==> config.mk <==
export PLATFORM = sky130hd
export DESIGN_NAME = ssp_slave_if
export DESIGN_NICKNAME = d
export VERILOG_FILES = /design/src/rtl/ssp_slave_if.sv
export SDC_FILE = /design/constraint.sdc
export NUM_CORES = 1
export LEC_CHECK = 0
export ABC_AREA = 1
export CAP_MARGIN = 20
export CORE_UTILIZATION = 45
export CTS_CLUSTER_SIZE = 30
export DETAILED_ROUTE_END_ITERATION = 8
export DONT_BUFFER_PORTS = 1
export PLACE_DENSITY_LB_ADDON = 0.25
export SLEW_MARGIN = 20
export SYNTH_ARGS = -nofsm -noshare
export SYNTH_HDL_FRONTEND = slang
export SYNTH_SLANG_ARGS = --single-unit
==> constraint.sdc <==
create_clock -name Clk -period 1.8 [get_ports Clk]
set_input_delay 0.18 -clock Clk [delete_from_list [all_inputs] [get_ports Clk]]
set_output_delay 0.18 -clock Clk [all_outputs]
set_load 0.02 [all_outputs]
==> src/rtl/ssp_slave_if.sv <==
// SPI mode-0 slave front end: oversamples SCK/nSSEL/MOSI in the Clk domain and
// presents each frame as a parallel SSP bus transaction, returning SSP_DO on MISO.
module ssp_slave_if #(
    parameter int unsigned pSyncStages = 2,
    parameter int unsigned pDW         = 12
) (
    input  logic           Clk,
    input  logic           Rst,
    input  logic           nSSEL,
    input  logic           SCK,
    input  logic           MOSI,
    output logic           MISO,
    output logic           MISO_OE,
    output logic           SSP_SSEL,
    output logic [2:0]     SSP_RA,
    output logic           SSP_WnR,
    output logic           SSP_En,
    output logic           SSP_EOC,
    output logic [pDW-1:0] SSP_DI,
    input  logic [pDW-1:0] SSP_DO,
    output logic           FrmErr
);

    localparam int unsigned SS = pSyncStages;
    localparam int unsigned CW = $clog2(pDW + 5);
    localparam int unsigned IW = (pDW > 1) ? $clog2(pDW) : 1;

    typedef enum logic [1:0] {
        ST_IDLE,
        ST_HDR,
        ST_DATA,
        ST_DONE
    } state_t;

    logic [SS-1:0]  sck_sync_q;
    logic [SS-1:0]  nssel_sync_q;
    logic [SS-1:0]  mosi_sync_q;
    logic           sck_hist_q;

    logic           sck_s;
    logic           mosi_s;
    logic           sel;
    logic           sck_rise;
    logic           sck_fall;
    logic [IW-1:0]  data_idx;

    state_t         state_q,  state_d;
    logic [CW-1:0]  cnt_q,    cnt_d;
    logic [2:0]     hdr_q,    hdr_d;
    logic [pDW-1:0] rx_q,     rx_d;
    logic [pDW-1:0] tx_q,     tx_d;
    logic [2:0]     ra_q,     ra_d;
    logic           wnr_q,    wnr_d;
    logic [pDW-1:0] di_q,     di_d;
    logic           miso_q,   miso_d;
    logic           en_q,     en_d;
    logic           eoc_q,    eoc_d;
    logic           err_q,    err_d;
    logic           ssel_q;

    // Input synchronizers, preset to the idle bus (deselected, SCK low).
    always_ff @(posedge Clk) begin
        if (Rst) begin
            sck_sync_q   <= '0;
            nssel_sync_q <= '1;
            mosi_sync_q  <= '0;
            sck_hist_q   <= 1'b0;
        end else begin
            sck_sync_q   <= {sck_sync_q[SS-2:0], SCK};
            nssel_sync_q <= {nssel_sync_q[SS-2:0], nSSEL};
            mosi_sync_q  <= {mosi_sync_q[SS-2:0], MOSI};
            sck_hist_q   <= sck_sync_q[SS-1];
        end
    end

    assign sck_s    = sck_sync_q[SS-1];
    assign mosi_s   = mosi_sync_q[SS-1];
    assign sel      = ~nssel_sync_q[SS-1];
    assign sck_rise = sck_s & ~sck_hist_q;
    assign sck_fall = ~sck_s & sck_hist_q;

    // Data bits arrive MSB first; cnt 4 maps to bit pDW-1, cnt pDW+3 to bit 0.
    assign data_idx = IW'(CW'(pDW + 3) - cnt_q);

    always_ff @(posedge Clk) begin
        if (Rst) begin
            state_q <= ST_IDLE;
            cnt_q   <= '0;
            hdr_q   <= '0;
            rx_q    <= '0;
            tx_q    <= '0;
            ra_q    <= '0;
            wnr_q   <= 1'b0;
            di_q    <= '0;
            miso_q  <= 1'b0;
            en_q    <= 1'b0;
            eoc_q   <= 1'b0;
            err_q   <= 1'b0;
            ssel_q  <= 1'b0;
        end else begin
            state_q <= state_d;
            cnt_q   <= cnt_d;
            hdr_q   <= hdr_d;
            rx_q    <= rx_d;
            tx_q    <= tx_d;
            ra_q    <= ra_d;
            wnr_q   <= wnr_d;
            di_q    <= di_d;
            miso_q  <= miso_d;
            en_q    <= en_d;
            eoc_q   <= eoc_d;
            err_q   <= err_d;
            ssel_q  <= sel;
        end
    end

    // Frame sequencer; a deselect always takes priority over a coincident SCK edge.
    always_comb begin
        state_d = state_q;
        cnt_d   = cnt_q;
        hdr_d   = hdr_q;
        rx_d    = rx_q;
        tx_d    = tx_q;
        ra_d    = ra_q;
        wnr_d   = wnr_q;
        di_d    = di_q;
        miso_d  = miso_q;
        en_d    = 1'b0;
        eoc_d   = 1'b0;
        err_d   = 1'b0;

        case (state_q)
            ST_IDLE: begin
                cnt_d  = '0;
                hdr_d  = '0;
                rx_d   = '0;
                miso_d = 1'b0;
                if (sel) begin
                    state_d = ST_HDR;
                end
            end

            ST_HDR: begin
                miso_d = 1'b0;
                if (!sel) begin
                    state_d = ST_IDLE;
                    err_d   = 1'b1;
                end else if (sck_rise) begin
                    hdr_d = {hdr_q[1:0], mosi_s};
                    cnt_d = cnt_q + CW'(1);
                    if (cnt_q == CW'(3)) begin
                        state_d = ST_DATA;
                        ra_d    = hdr_q;
                        wnr_d   = mosi_s;
                        en_d    = 1'b1;
                        tx_d    = SSP_DO;
                    end
                end
            end

            ST_DATA: begin
                if (!sel) begin
                    state_d = ST_IDLE;
                    err_d   = 1'b1;
                    miso_d  = 1'b0;
                end else if (sck_rise) begin
                    rx_d[data_idx] = mosi_s;
                    cnt_d          = cnt_q + CW'(1);
                    if (cnt_q == CW'(pDW + 3)) begin
                        state_d = ST_DONE;
                        di_d    = rx_d;
                        eoc_d   = 1'b1;
                        miso_d  = 1'b0;
                    end
                end else if (sck_fall) begin
                    miso_d = tx_q[pDW-1];
                    tx_d   = {tx_q[pDW-2:0], 1'b0};
                end
            end

            ST_DONE: begin
                miso_d = 1'b0;
                if (!sel) begin
                    state_d = ST_IDLE;
                end else if (sck_rise) begin
                    err_d = 1'b1;
                end
            end

            default: begin
                state_d = ST_IDLE;
            end
        endcase
    end

    assign MISO     = miso_q;
    assign MISO_OE  = ssel_q;
    assign SSP_SSEL = ssel_q;
    assign SSP_RA   = ra_q;
    assign SSP_WnR  = wnr_q;
    assign SSP_En   = en_q;
    assign SSP_EOC  = eoc_q;
    assign SSP_DI   = di_q;
    assign FrmErr   = err_q;

endmodule

==> impl_metrics.env <==
export IMPL_outcome="complete, no violations"
export IMPL_syn_area_per_cell_sq_um=7.09
export IMPL_hp_class="input pin to flip-flop"
export IMPL_grt_setup_unrepaired="no"
export IMPL_tritoncts="yes"
export IMPL_htreeDepth=3
export IMPL_grt_pass1_wl_um=10700
export IMPL_endpoint_kind="flip-flop"
export IMPL_worst_setup_path_start_kind="flip-flop"
export IMPL_slew_headroom=0.736
export IMPL_syn2layout_area_growth_pct=11.5
export IMPL_ios=39
export IMPL_nNetsFinal=450
export IMPL_worstPathArrival_ns=1.88
export IMPL_worstPathRequired_ns=2.07
export IMPL_worstRegToRegCells=12
export IMPL_antenna_left=0
export IMPL_fin_cells=503
export IMPL_synth_distinct_cells=25
export IMPL_synth_area_leader_cell="dfxtp_1"
export IMPL_place_congestion=0.847
export IMPL_synth_most_common_cell="nand2_1"
export IMPL_ys_ff_latch=62
export IMPL_synth_area_leaders="dfxtp_1 (42%), nand2_1 (17%), a21oi_1 (7.5%)"
export IMPL_die_height_um=82.9
export IMPL_detail_route_first_pass_iterations=4
export IMPL_globalRouteOverflowTotal=0
export IMPL_drc=0
export IMPL_cap_violations=0
export IMPL_antenna_cells=0
export IMPL_stdcell_area_sq_mm=0.00328
export IMPL_fin_setup_tns_ns=0
export IMPL_cts_root_buffer="clkbuf_8"
export IMPL_holdWs_ns=0.0891
export IMPL_worst_pin_slew_ns=0.396
export IMPL_placed_area_sq_mm=0.00301
export IMPL_power_density_mw_per_mm2=1320
export IMPL_leakage_uw=0.00133
export IMPL_ys_seq_area_frac=0.422
export IMPL_fillers=637
export IMPL_r2r_start="cnt_q[1]"
export IMPL_totalWireLength_um=6070
export IMPL_fin_ws_ns=0.187
export IMPL_grt_start_max_net_pins=33
export IMPL_setup_viol=0
export IMPL_timing_hold_violations_final=0
export IMPL_cp_startpoint="cnt_q[1]"
export IMPL_track_usage=0.193
export IMPL_finalClockSkew_ns=0.00995
export IMPL_cp_max_fo=4
export IMPL_synth_cells=415
export IMPL_grt_pass1_vias=2334
export IMPL_grt_antenna_before_repair=0
export IMPL_async_flop_share=0
export IMPL_post_cts_buffers=0
export IMPL_vdd_ir_drop_worst_mv=0.733
export IMPL_multi_input_area_sq_mm=0.00147
export IMPL_synthTopCellsByCount="nand2_1 (131), dfxtp_1 (62), a21oi_1 (44), nor2_1 (40), nand3_1 (32)"
export IMPL_die_x_um=82.9
export IMPL_worstHoldStart="Rst"
export IMPL_synthFlopType="dfxtp_1"
export IMPL_vias=2551
export IMPL_wl_per_cell_um=12.1
export IMPL_start_util=0.466
export IMPL_cts_sinks=62
export IMPL_final_period_utilization=0.896
export IMPL_worstSkewPairLatency_ns=0.35
export IMPL_synth_area_sq_mm=0.00294
export IMPL_cts_buffers_inserted=9
export IMPL_synth_edf_count=0
export IMPL_clk_path_buf_depth=2
export IMPL_synth_warnings=0
export IMPL_dr_first_iter_drc_count=165
export IMPL_die_area_sq_mm=0.00686
export IMPL_via_per_inst=5.07
export IMPL_dpl_hpwl_um=4180
export IMPL_slew_violations=0
export IMPL_dp_cells=483
export IMPL_reg2reg_slack_ns=0.19
export IMPL_port_buffers=0
export IMPL_worstSetupEndpoint="state_q[0]"
export IMPL_seq_area_sq_mm=0.00124
export IMPL_finalCriticalPeriod_ns=1.61
export IMPL_worstReg2RegEnd="state_q[0]"
export IMPL_rows=29
export IMPL_syn_nets=444
export IMPL_critPathKind="flip-flop to flip-flop"
export IMPL_synth_top_area_share=0.422
export IMPL_pre_cts_slack_ns=0.130
export IMPL_timing_fmax_mhz=620
export IMPL_drive_gt1_frac=0.110
export IMPL_path_clk_slew_ns=0.07
export IMPL_coreArea_sq_mm=0.00631
worst max-delay path, cell delays in order (launching register included):
cell	delay, ns
dfxtp_1	0.39
ha_1	0.22
nand2_1	0.10
inv_1	0.07
ha_1	0.16
inv_1	0.06
nand2_1	0.06
nand2_1	0.05
nand2_1	0.05
nand3_1	0.13
nand2_1	0.09
nand2_1	0.04
nor2_1	0.11
what timing repair did:
item | in CTS | in global routing
hold buffers | 4 | 0
hold endpoints to repair | 32 | 0
resized for setup | 0 | 4
setup endpoints to repair | 0 | 17
per-stage QoR:
step | util | power (uW)
floorplan | - | 2790
CTS | 0.518 | 4350
detailed placement | 0.477 | 3060
global placement | 0.477 | 3060
global route | 0.520 | 4670
finish | 0.520 | 4340
how the worst min path moves through the flow:
stage                            endpoint  slack (ns)  depth (start not counted)
after global routing              rx_q[2]        0.08                          2
after CTS                            MISO        0.08                          3
after global placement            MISO_OE        0.25                          1
after floorplan           nssel_sync_q[0]        0.28                          1
after detailed placement          MISO_OE        0.25                          1
final                                MISO        0.09                          3
layer usage:
metal / vias to the layer above / track usage / wire, um
met5: - / 0 / 0
met4: 0 / 0.0893 / 123
met3: 12 / 0.0626 / 307
met2: 53 / 0.296 / 2640
met1: 1140 / 0.247 / 3000
li1: 1346 / - / -
state kept, by name (all words and copies together), names as in the netlist, 2 cells and up:
register	cells
SSP_RA	3
SSP_DI	12
cnt_q	5
rx_q	12
hdr_q	3
mosi_sync_q	2
tx_q	12
state_q	2
nssel_sync_q	2
sck_sync_q	2
report_power, final:
part,total [uW],switching (uW),leakage [uW],internal (uW)
Sequential,1600,86.9,0.000503,1510
Combinational,1480,931,0.000730,545
Clock,1260,553,0.0000976,711
Total,4340,1570,0.00133,2770
cell type report:
class                           count  area share
Multi-Input combinational cell    302       0.448
Sequential cell                    62       0.379
Clock buffer                       11      0.0461
Timing Repair Buffer               15      0.0442
Inverter                           31      0.0359
Tap cell                           77      0.0294
Clock inverter                      5      0.0175
cell families after synthesis:
group | after synthesis | share of synthesized area
AO/OA/AOI/OAI | 76 | 0.142
adder cells (fa/ha/maj) | 12 | 0.0510
buffers and inverters | 51 | 0.0812
flip-flops | 62 | 0.422
AND/OR/NAND/NOR | 214 | 0.304
cells in the final DEF (no fill, tap or decap), types with 2 or more instances in the layout:
cell / n
inv_2: 4
clkbuf_8: 11
dlygate4sd3_1: 3
dfxtp_2: 2
nand2_1: 131
dfxtp_1: 60
o21ai_0: 18
nand2_4: 2
buf_4: 10
clkinvlp_4: 3
buf_12: 2
clkinv_2: 2
nand2_2: 3
inv_1: 25
or2_2: 2
nor2_1: 40
ha_1: 11
nand3_1: 32
a21oi_2: 2
a21boi_0: 11
a21oi_1: 44
Power figures use the tool's default switching activity.
